--- config.mk ---
export PLATFORM = sky130hd
export DESIGN_NAME = screen_sequencer
export DESIGN_NICKNAME = d
export VERILOG_FILES = /design/src/rtl/screen_sequencer.sv
export SDC_FILE = /design/constraint.sdc
export NUM_CORES = 1
export LEC_CHECK = 0
export CORE_AREA = 2 2 110 102
export DETAILED_ROUTE_END_ITERATION = 8
export DIE_AREA = 0 0 112 104
export PLACE_DENSITY = 0.95
export SYNTH_ARGS = -nofsm -noshare
export SYNTH_HDL_FRONTEND = slang
export SYNTH_SLANG_ARGS = --single-unit
--- constraint.sdc ---
create_clock -name clk -period 4.02 [get_ports clk]
set_clock_uncertainty 0.05 [all_clocks]
set_input_delay 0.603 -clock clk [delete_from_list [all_inputs] [get_ports clk]]
set_output_delay 0.603 -clock clk [all_outputs]
set_load 0.03 [all_outputs]
--- src/rtl/screen_sequencer.sv ---
// Screen sequencer and framebuffer write arbiter: steps through NUM_SCREENS screen
// modules using a parameter transition table and optionally clears the framebuffer between them.
`ifndef DISP_ADDR_WIDTH
`define DISP_ADDR_WIDTH 16
`endif
`ifndef DISP_DEPTH
`define DISP_DEPTH 65536
`endif

module screen_sequencer #(
  parameter int          NUM_SCREENS  = 4,
  parameter int          SEL_W        = 3,
  parameter int          ADDR_W       = `DISP_ADDR_WIDTH,
  parameter int          FB_WORDS     = `DISP_DEPTH,
  parameter bit          CLEAR_EN     = 1'b1,
  parameter logic [31:0] CLEAR_COLOR  = 32'h0000_0000,
  parameter int          START_SCREEN = 0,
  parameter logic [NUM_SCREENS*4*SEL_W-1:0] NEXT_TABLE = {
    3'd0, 3'd0, 3'd0, 3'd0,
    3'd0, 3'd0, 3'd0, 3'd0,
    3'd7, 3'd7, 3'd3, 3'd2,
    3'd1, 3'd1, 3'd1, 3'd1
  }
) (
  input  logic                          clk,
  input  logic                          reset,
  input  logic [NUM_SCREENS-1:0]        scr_done,
  input  logic [NUM_SCREENS*2-1:0]      scr_code,
  input  logic [NUM_SCREENS-1:0]        scr_fb_we,
  input  logic [NUM_SCREENS*ADDR_W-1:0] scr_fb_addr,
  input  logic [NUM_SCREENS*32-1:0]     scr_fb_wdata,
  output logic [NUM_SCREENS-1:0]        scr_rst,
  output logic [SEL_W-1:0]              cur_screen,
  output logic                          busy,
  output logic                          fb_we,
  output logic [ADDR_W-1:0]             fb_addr,
  output logic [31:0]                   fb_wdata
);

  typedef enum logic [1:0] {ST_RUN, ST_CLEAR, ST_ENTER} state_e;

  state_e                 state_q, state_d;
  logic [ADDR_W-1:0]      cnt_q, cnt_d;
  logic [SEL_W-1:0]       cur_screen_q, cur_screen_d;
  logic [NUM_SCREENS-1:0] scr_rst_q, scr_rst_d;
  logic                   fb_we_q, fb_we_d;
  logic [ADDR_W-1:0]      fb_addr_q, fb_addr_d;
  logic [31:0]            fb_wdata_q, fb_wdata_d;

  logic                   cur_done;
  logic [1:0]             cur_code;
  logic                   cur_we;
  logic [ADDR_W-1:0]      cur_addr;
  logic [31:0]            cur_wdata;
  logic [SEL_W-1:0]       nxt;
  logic [NUM_SCREENS-1:0] run_rst;

  // Per-screen port mux and table lookup, written as compare loops so every index is constant.
  always_comb begin
    cur_done  = 1'b0;
    cur_code  = '0;
    cur_we    = 1'b0;
    cur_addr  = '0;
    cur_wdata = '0;
    run_rst   = '1;
    for (int unsigned i = 0; i < NUM_SCREENS; i++) begin
      if (cur_screen_q == SEL_W'(i)) begin
        cur_done   = scr_done[i];
        cur_code   = scr_code[i*2 +: 2];
        cur_we     = scr_fb_we[i];
        cur_addr   = scr_fb_addr[i*ADDR_W +: ADDR_W];
        cur_wdata  = scr_fb_wdata[i*32 +: 32];
        run_rst[i] = 1'b0;
      end
    end
    nxt = '0;
    for (int unsigned e = 0; e < NUM_SCREENS*4; e++) begin
      if ({cur_screen_q, cur_code} == (SEL_W+2)'(e))
        nxt = NEXT_TABLE[e*SEL_W +: SEL_W];
    end
  end

  always_comb begin
    state_d      = state_q;
    cnt_d        = cnt_q;
    cur_screen_d = cur_screen_q;
    scr_rst_d    = scr_rst_q;
    fb_we_d      = fb_we_q;
    fb_addr_d    = fb_addr_q;
    fb_wdata_d   = fb_wdata_q;
    case (state_q)
      ST_RUN: begin
        fb_we_d    = cur_we;
        fb_addr_d  = cur_addr;
        fb_wdata_d = cur_wdata;
        if (cur_done && (32'(nxt) < 32'(NUM_SCREENS))) begin
          cur_screen_d = nxt;
          scr_rst_d    = '1;
          if (CLEAR_EN) state_d = ST_CLEAR;
          else          state_d = ST_ENTER;
        end
      end
      ST_CLEAR: begin
        fb_we_d    = 1'b1;
        fb_addr_d  = cnt_q;
        fb_wdata_d = CLEAR_COLOR;
        if (cnt_q == ADDR_W'(FB_WORDS - 1)) begin
          cnt_d   = '0;
          state_d = ST_ENTER;
        end else begin
          cnt_d = cnt_q + ADDR_W'(1);
        end
      end
      ST_ENTER: begin
        fb_we_d   = 1'b0;
        scr_rst_d = run_rst;
        state_d   = ST_RUN;
      end
      default: begin
        fb_we_d = 1'b0;
        state_d = ST_ENTER;
      end
    endcase
  end

  always_ff @(posedge clk) begin
    if (reset) begin
      if (CLEAR_EN) state_q <= ST_CLEAR;
      else          state_q <= ST_ENTER;
      cnt_q        <= '0;
      cur_screen_q <= SEL_W'(START_SCREEN);
      scr_rst_q    <= '1;
      fb_we_q      <= 1'b0;
      fb_addr_q    <= '0;
      fb_wdata_q   <= '0;
    end else begin
      state_q      <= state_d;
      cnt_q        <= cnt_d;
      cur_screen_q <= cur_screen_d;
      scr_rst_q    <= scr_rst_d;
      fb_we_q      <= fb_we_d;
      fb_addr_q    <= fb_addr_d;
      fb_wdata_q   <= fb_wdata_d;
    end
  end

  assign scr_rst    = scr_rst_q;
  assign cur_screen = cur_screen_q;
  assign busy       = (state_q != ST_RUN);
  assign fb_we      = fb_we_q;
  assign fb_addr    = fb_addr_q;
  assign fb_wdata   = fb_wdata_q;

endmodule

==> flow_summary_export.csv <==
group,metric,value,unit
status,status,"completed",
global_routing,grt_pass1_vias,5108,
route,met1Wirelength,6.624,mm
layout,nets,951,
synthesis,syn-num-nets,717,
global_routing,overflow,0,
synthesis,synth_top_flop_cell,"dfxtp_1",
setup_path,critPathCaptureType,"primary output",
clock_tree,htree_levels,3,
timing,tightest_slew,0.8460,ns
power,power_density,275.3,mW/mm^2
timing,fmax,365.7,MHz
global_routing,grtUsageTotal,0.2879,
timing,finalCritPeriodShare,0.6802,
setup_path,required,3.37,ns
timing,hold_violations,0,
synthesis,ys_types,49,
layout,fill_cells,849,
timing,rsz0062_at_grt,"false",
setup_path,max_stage_delay,0.72,ns
timing,relSlewSlack,0.4342,
setup_path,cp.arrival,2.08,ns
clock_tree,numCtsBuffers,9,
route,drt_iter0_drc,318,
timing,final_max_slew_viol_count,0,
power,ir_worst_vdd,204.6,uV
clock_tree,clk_pin_slew_worst_paths,0.06,ns
hold_path,hold_path_class,"register to register",
global_routing,grt_pass1_wl,26.68,mm
die,die_w,112,um
synthesis,ys_warn_count,0,
setup_path,startpoint_type,"register",
hold_path,hold_start,"fb_wdata[20]$_SDFFE_PP0P_",
hold_path,holdPathEnd,"fb_wdata[20]$_SDFFE_PP0P_",
clock_tree,clockBufferDepth,2,
route,ant_nets,0,
clock_tree,cts_setup_buffers,0,
route,dr.max_layer_used,"met4",
route,num_vias,5031,
synthesis,synth_cells,506,
synthesis,syn_area,0.004119,mm^2
hold_path,whs_path_depth,2,
clock_tree,ctsHoldBuffers,0,
synthesis,ys_seq_elements,74,
global_routing,grt_max_degree,47,
timing,finalSetupViolCount,0,
setup_path,cp_cell_sequence,"buf_4 -> clkdlybuf4s50_1",
die,die_area,0.01165,mm^2
place,dp_hpwl,13.12,mm
clock_tree,ctsResizeCount,0,
setup_path,path_class,"register to primary output",
layout,diodes,0,
setup_path,cp_max_fo,27,
clock_tree,clock_latency,0.33,ns
layout,layout_commonest_cell,"clkdlybuf4s50_1",
power,p_leak,2.448,nW
synthesis,yosysSeqAreaShare,0.3597,
clock_tree,cts.sinks,74,
layout,drive_above_1_share,0.05914,
place,placed_cell_area,0.006769,mm^2
route,routed_via_density,5.737,
timing,timing.hold.ws,0.4000,ns
route,route.detailed.drc,0,
die,die_y,104,um
route,wl_met3,1.520,mm
die,pin_count,267,
route,drtPass1Iterations,5,
setup_path,worst-path-buf-inv,2,
setup_path,reg2reg_to,"fb_addr[15]$_SDFFE_PP0P_",
synthesis,synth_edf_count,0,
setup_path,rr_worst_depth,5,
route,avgRoutedWirePerCell,19.60,um
layout,syn2layout_area_growth,72.63,%
setup_path,path_delay_family,"buffers and inverters",
route,wl,17.19,mm
global_routing,antenna_found_initial,0,
synthesis,synthArstFlopShare,0,
clock_tree,cts-root-buf,"clkbuf_16",
setup_path,slowest_stage,"clkdlybuf4s50_1",
die,rows,36,
place,io_buffers,260,
layout,final_cell_mix,"260 x clkdlybuf4s50_1, 72 x dfxtp_1, 67 x nor2_1",
job,maxCapViolations,0,
setup_path,r2r_start,"cur_screen[0]$_SDFFE_PP0P_",
die,initial_utilization,0.3908,
setup_path,r2r_slack,1.64,ns
timing,period_needed,2.734,ns
place,gp_congestion,0.9194,
synthesis,avgSynthCellArea,8.140,um^2
clock_tree,cts_tree,"done",
route,met2WireLength,8.490,mm
layout,stdcell_area,0.007111,mm^2
timing,setup_tns,0,ns
die,core,0.01054,mm^2
[metrics by stage]
stage | instances | utilization | worst slack (ns) | power [W]
floorplan | 506 | - | 2.233 | 0.0008222
detailed placement | 862 | 0.6422 | 1.260 | 0.001043
finish | 877 | 0.6746 | 1.286 | 0.001957
global placement | 862 | 0.6422 | 1.325 | 0.001036
CTS | 877 | 0.6746 | 1.258 | 0.001969
global route | 877 | 0.6746 | 1.215 | 0.002019
[worst reg2reg max path: cells and delay by family, from the launching register on]
family | cells | cell delay, ns
compound gates | 2 | 0.43
simple gates | 1 | 0.32
buf+inv | 2 | 0.75
flops | 1 | 0.68
[worst max-delay path by stage]
| stage | startpoint | to | slack [ns] | depth (start not counted) |
|---|---|---|---|---|
| global placement | reset | fb_wdata[0]$_SDFFE_PP0P_ | 1.32 | 5 |
| floorplan | state_q[0]$_SDFFE_PP1P_ | busy | 2.23 | 4 |
| global route | cur_screen[0]$_SDFFE_PP0P_ | cur_screen[0] | 1.22 | 2 |
| finish | cur_screen[0]$_SDFFE_PP0P_ | cur_screen[0] | 1.29 | 2 |
| CTS | cur_screen[0]$_SDFFE_PP0P_ | cur_screen[0] | 1.26 | 2 |
| detailed placement | reset | fb_wdata[16]$_SDFFE_PP0P_ | 1.26 | 5 |
[layer usage]
metal | vias to the layer above | global-route usage
li1 | 2348 | -
met1 | 2378 | 0.3373
met2 | 269 | 0.4948
met3 | 36 | 0.08333
met4 | 0 | 0.1150
met5 | - | 0
[state kept, by name, summed over array words and instances, names as in the netlist]
| name | count |
|---|---|
| fb_wdata | 32 |
| cnt_q | 16 |
| fb_addr | 16 |
| scr_rst | 4 |
| cur_screen | 3 |
| state_q | 2 |
| fb_we | 1 |
[synth_stat cells (3+ instances only)]
cell type	instances	share of area
a21oi_1	39	0.047
a2bb2oi_1	13	0.028
a31oi_1	3	0.0046
buf_1	6	0.0055
buf_2	20	0.024
clkbuf_1	20	0.018
dfxtp_1	74	0.36
inv_1	6	0.0055
mux2i_1	13	0.032
nand2_1	54	0.049
nand2b_1	4	0.0061
nand3_1	5	0.0061
nand4_1	3	0.0046
nor2_1	67	0.061
nor2b_1	5	0.0076
nor3_1	12	0.015
nor4_1	3	0.0046
o211ai_1	13	0.024
o21ai_0	19	0.023
o21ai_1	14	0.017
o221ai_1	34	0.072
o22a_1	34	0.072
o32ai_1	3	0.0064
xnor2_1	9	0.019
xor2_1	3	0.0064
[power by group]
| group | leakage [nW] | internal [W] | switching, W |
|---|---|---|---|
| logic | 1.69 | 0.000211 | 0.0000737 |
| registers | 0.598 | 0.000738 | 0.00000581 |
| clock network | 0.165 | 0.000618 | 0.000311 |
[kinds of logic after synthesis]
family                   share of synthesized area
adder cells (fa/ha/maj)                   0.003037
AO/OA/AOI/OAI                               0.3177
XOR/XNOR                                   0.02552
AND/OR/NAND/NOR                             0.1823
buffers and inverters                      0.06014
flip-flops                                  0.3597
multiplexers                               0.05164
[final cells by class]
cell class | instances | area (um^2) | share of cell area
clock inverters | 5 | 102.6 | 0.01443
inverters | 7 | 26.28 | 0.003695
well taps | 133 | 166.4 | 0.02340
multi-input cells | 376 | 2400 | 0.3375
clock buffers | 10 | 239.0 | 0.03361
repair buffers | 272 | 2693 | 0.3787
flip-flops and latches | 74 | 1484 | 0.2087
No activity file was read; power rests on OpenSTA's default activity.
==> edit: new RTL, same flow settings <==
The macro `DISP_ADDR_WIDTH` goes from 16 to 17.
--- a/src/rtl/screen_sequencer.sv
+++ b/src/rtl/screen_sequencer.sv
@@ -1,7 +1,7 @@
 // Screen sequencer and framebuffer write arbiter: steps through NUM_SCREENS screen
 // modules using a parameter transition table and optionally clears the framebuffer between them.
 `ifndef DISP_ADDR_WIDTH
-`define DISP_ADDR_WIDTH 16
+`define DISP_ADDR_WIDTH 17
 `endif
 `ifndef DISP_DEPTH
 `define DISP_DEPTH 65536
Ports: changed (resized fb_addr and scr_fb_addr); port bits go from 267 to 272. The function was not compared with the original's and may differ.
==> edit against the unedited design <==
Total power fell by 0.11%; wire length rose by 4.0%; sequential cell count rose by 2; sequential share of layout area rose by 0.24 points; worst setup slack got worse by 0.0077 ns; combinational power rose by 1%; global-route usage rose by 0.99 points; synthesized area rose by 3.2%; first-iteration DRC count rose by 3.8%; via count rose by 5.0%; worst hold slack got worse by 0.0057 ns; design area rose by 1.5%; die area did not move; critical path type unchanged.
==> edit: results <==
metrics = {
    "outcome": {
        "status": "finished clean",
    },
    "route": {
        "met1_length_mm": 6.53,
        "drtPass1Iterations": 6,
        "routedWlPerCell_um": 20.2,
        "wl_mm": 17.9,
        "viasPerCell": 5.95,
        "drt_iter0_drc": 330,
        "wl_met3_mm": 1.67,
    },
    "final_layout": {
        "seq_share_pct": 21.1,
        "multi_input_gates": 381,
        "clockNetworkAreaShare_pct": 4.63,
        "inverters": 9,
        "nets": 964,
        "multi_input_area_share_pct": 34.0,
        "n_fill_cell": 779,
        "finalInstanceArea_sq_um": 7220,
        "seq_cell_count": 76,
    },
    "placement": {
        "dpl_cell_area_sq_um": 6890,
        "dpl.hpwl_mm": 13.2,
        "placed_cells": 871,
        "post-place-ws_ns": 1.15,
        "gp_congestion": 0.932,
        "place.port_buffers": 265,
    },
    "global_route": {
        "use_met2_pct": 52.6,
        "grtUsageTotal_pct": 29.8,
        "grt_pass1_vias": 5342,
        "grt_pass1_wl_mm": 28.0,
        "grt_max_degree": 48,
        "antenna_found_initial": 0,
        "grtUsageMet3_pct": 8.97,
    },
    "critical_path": {
        "r2r-start": "cur_screen[1]",
        "reg2reg_to": "fb_addr[0]",
        "path_max_fanout": 23,
    },
    "timing": {
        "relSlewSlack_pct": 13.4,
        "finalCritPeriodShare_pct": 68.2,
    },
    "synthesis": {
        "synthTopCellsByArea": "dfxtp_1 36%, o221ai_1 6.6%, o22a_1 6.6%",
        "synthCells": 517,
        "syn-num-nets": 732,
        "synth_cell_types": 52,
    },
    "power_and_ir_drop": {
        "p_leak_nw": 2.50,
        "netSwitchingPower_w": 0.000417,
        "peakVddDrop_uv": 183,
    },
    "hold_path": {
        "hold_start": "fb_wdata[15]",
        "hold_end": "fb_wdata[15]",
    },
}
## edit: cell count changes in the layout (fill, tap and decap cells not counted), sizes merged, moves of 5 or more
cell,unedited run,this run
o21ai,33,39
xor2,3,9
clkdlybuf4s50,260,265
nor4,5,0
xnor2,9,1
buf,12,7
nand4,5,12
nor3,13,7
## edit: power groups by stage
stage | Clock, W | Sequential, W | Combinational [W]
6_report | 0.000905 | 0.000762 | 0.000288
5_1_grt | 0.000944 | 0.000763 | 0.000304
4_1_cts | 0.000912 | 0.000762 | 0.000286
3_5_place_dp | 0 | 0.000779 | 0.000284
3_3_place_gp | 0 | 0.000778 | 0.000276
2_1_floorplan | 0 | 0.000782 | 0.0000591
## edit: cells by family (layout without fill, tap and decap cells)
logic type	Yosys count	after routing	synth area share, %
flops	76	76	35.8
simple gates	165	165	18.4
xor+xnor	10	10	2.06
fa+ha+maj	1	1	0.294
buf+inv	60	297	6.71
compound gates	185	185	30.8
mux	20	20	5.92
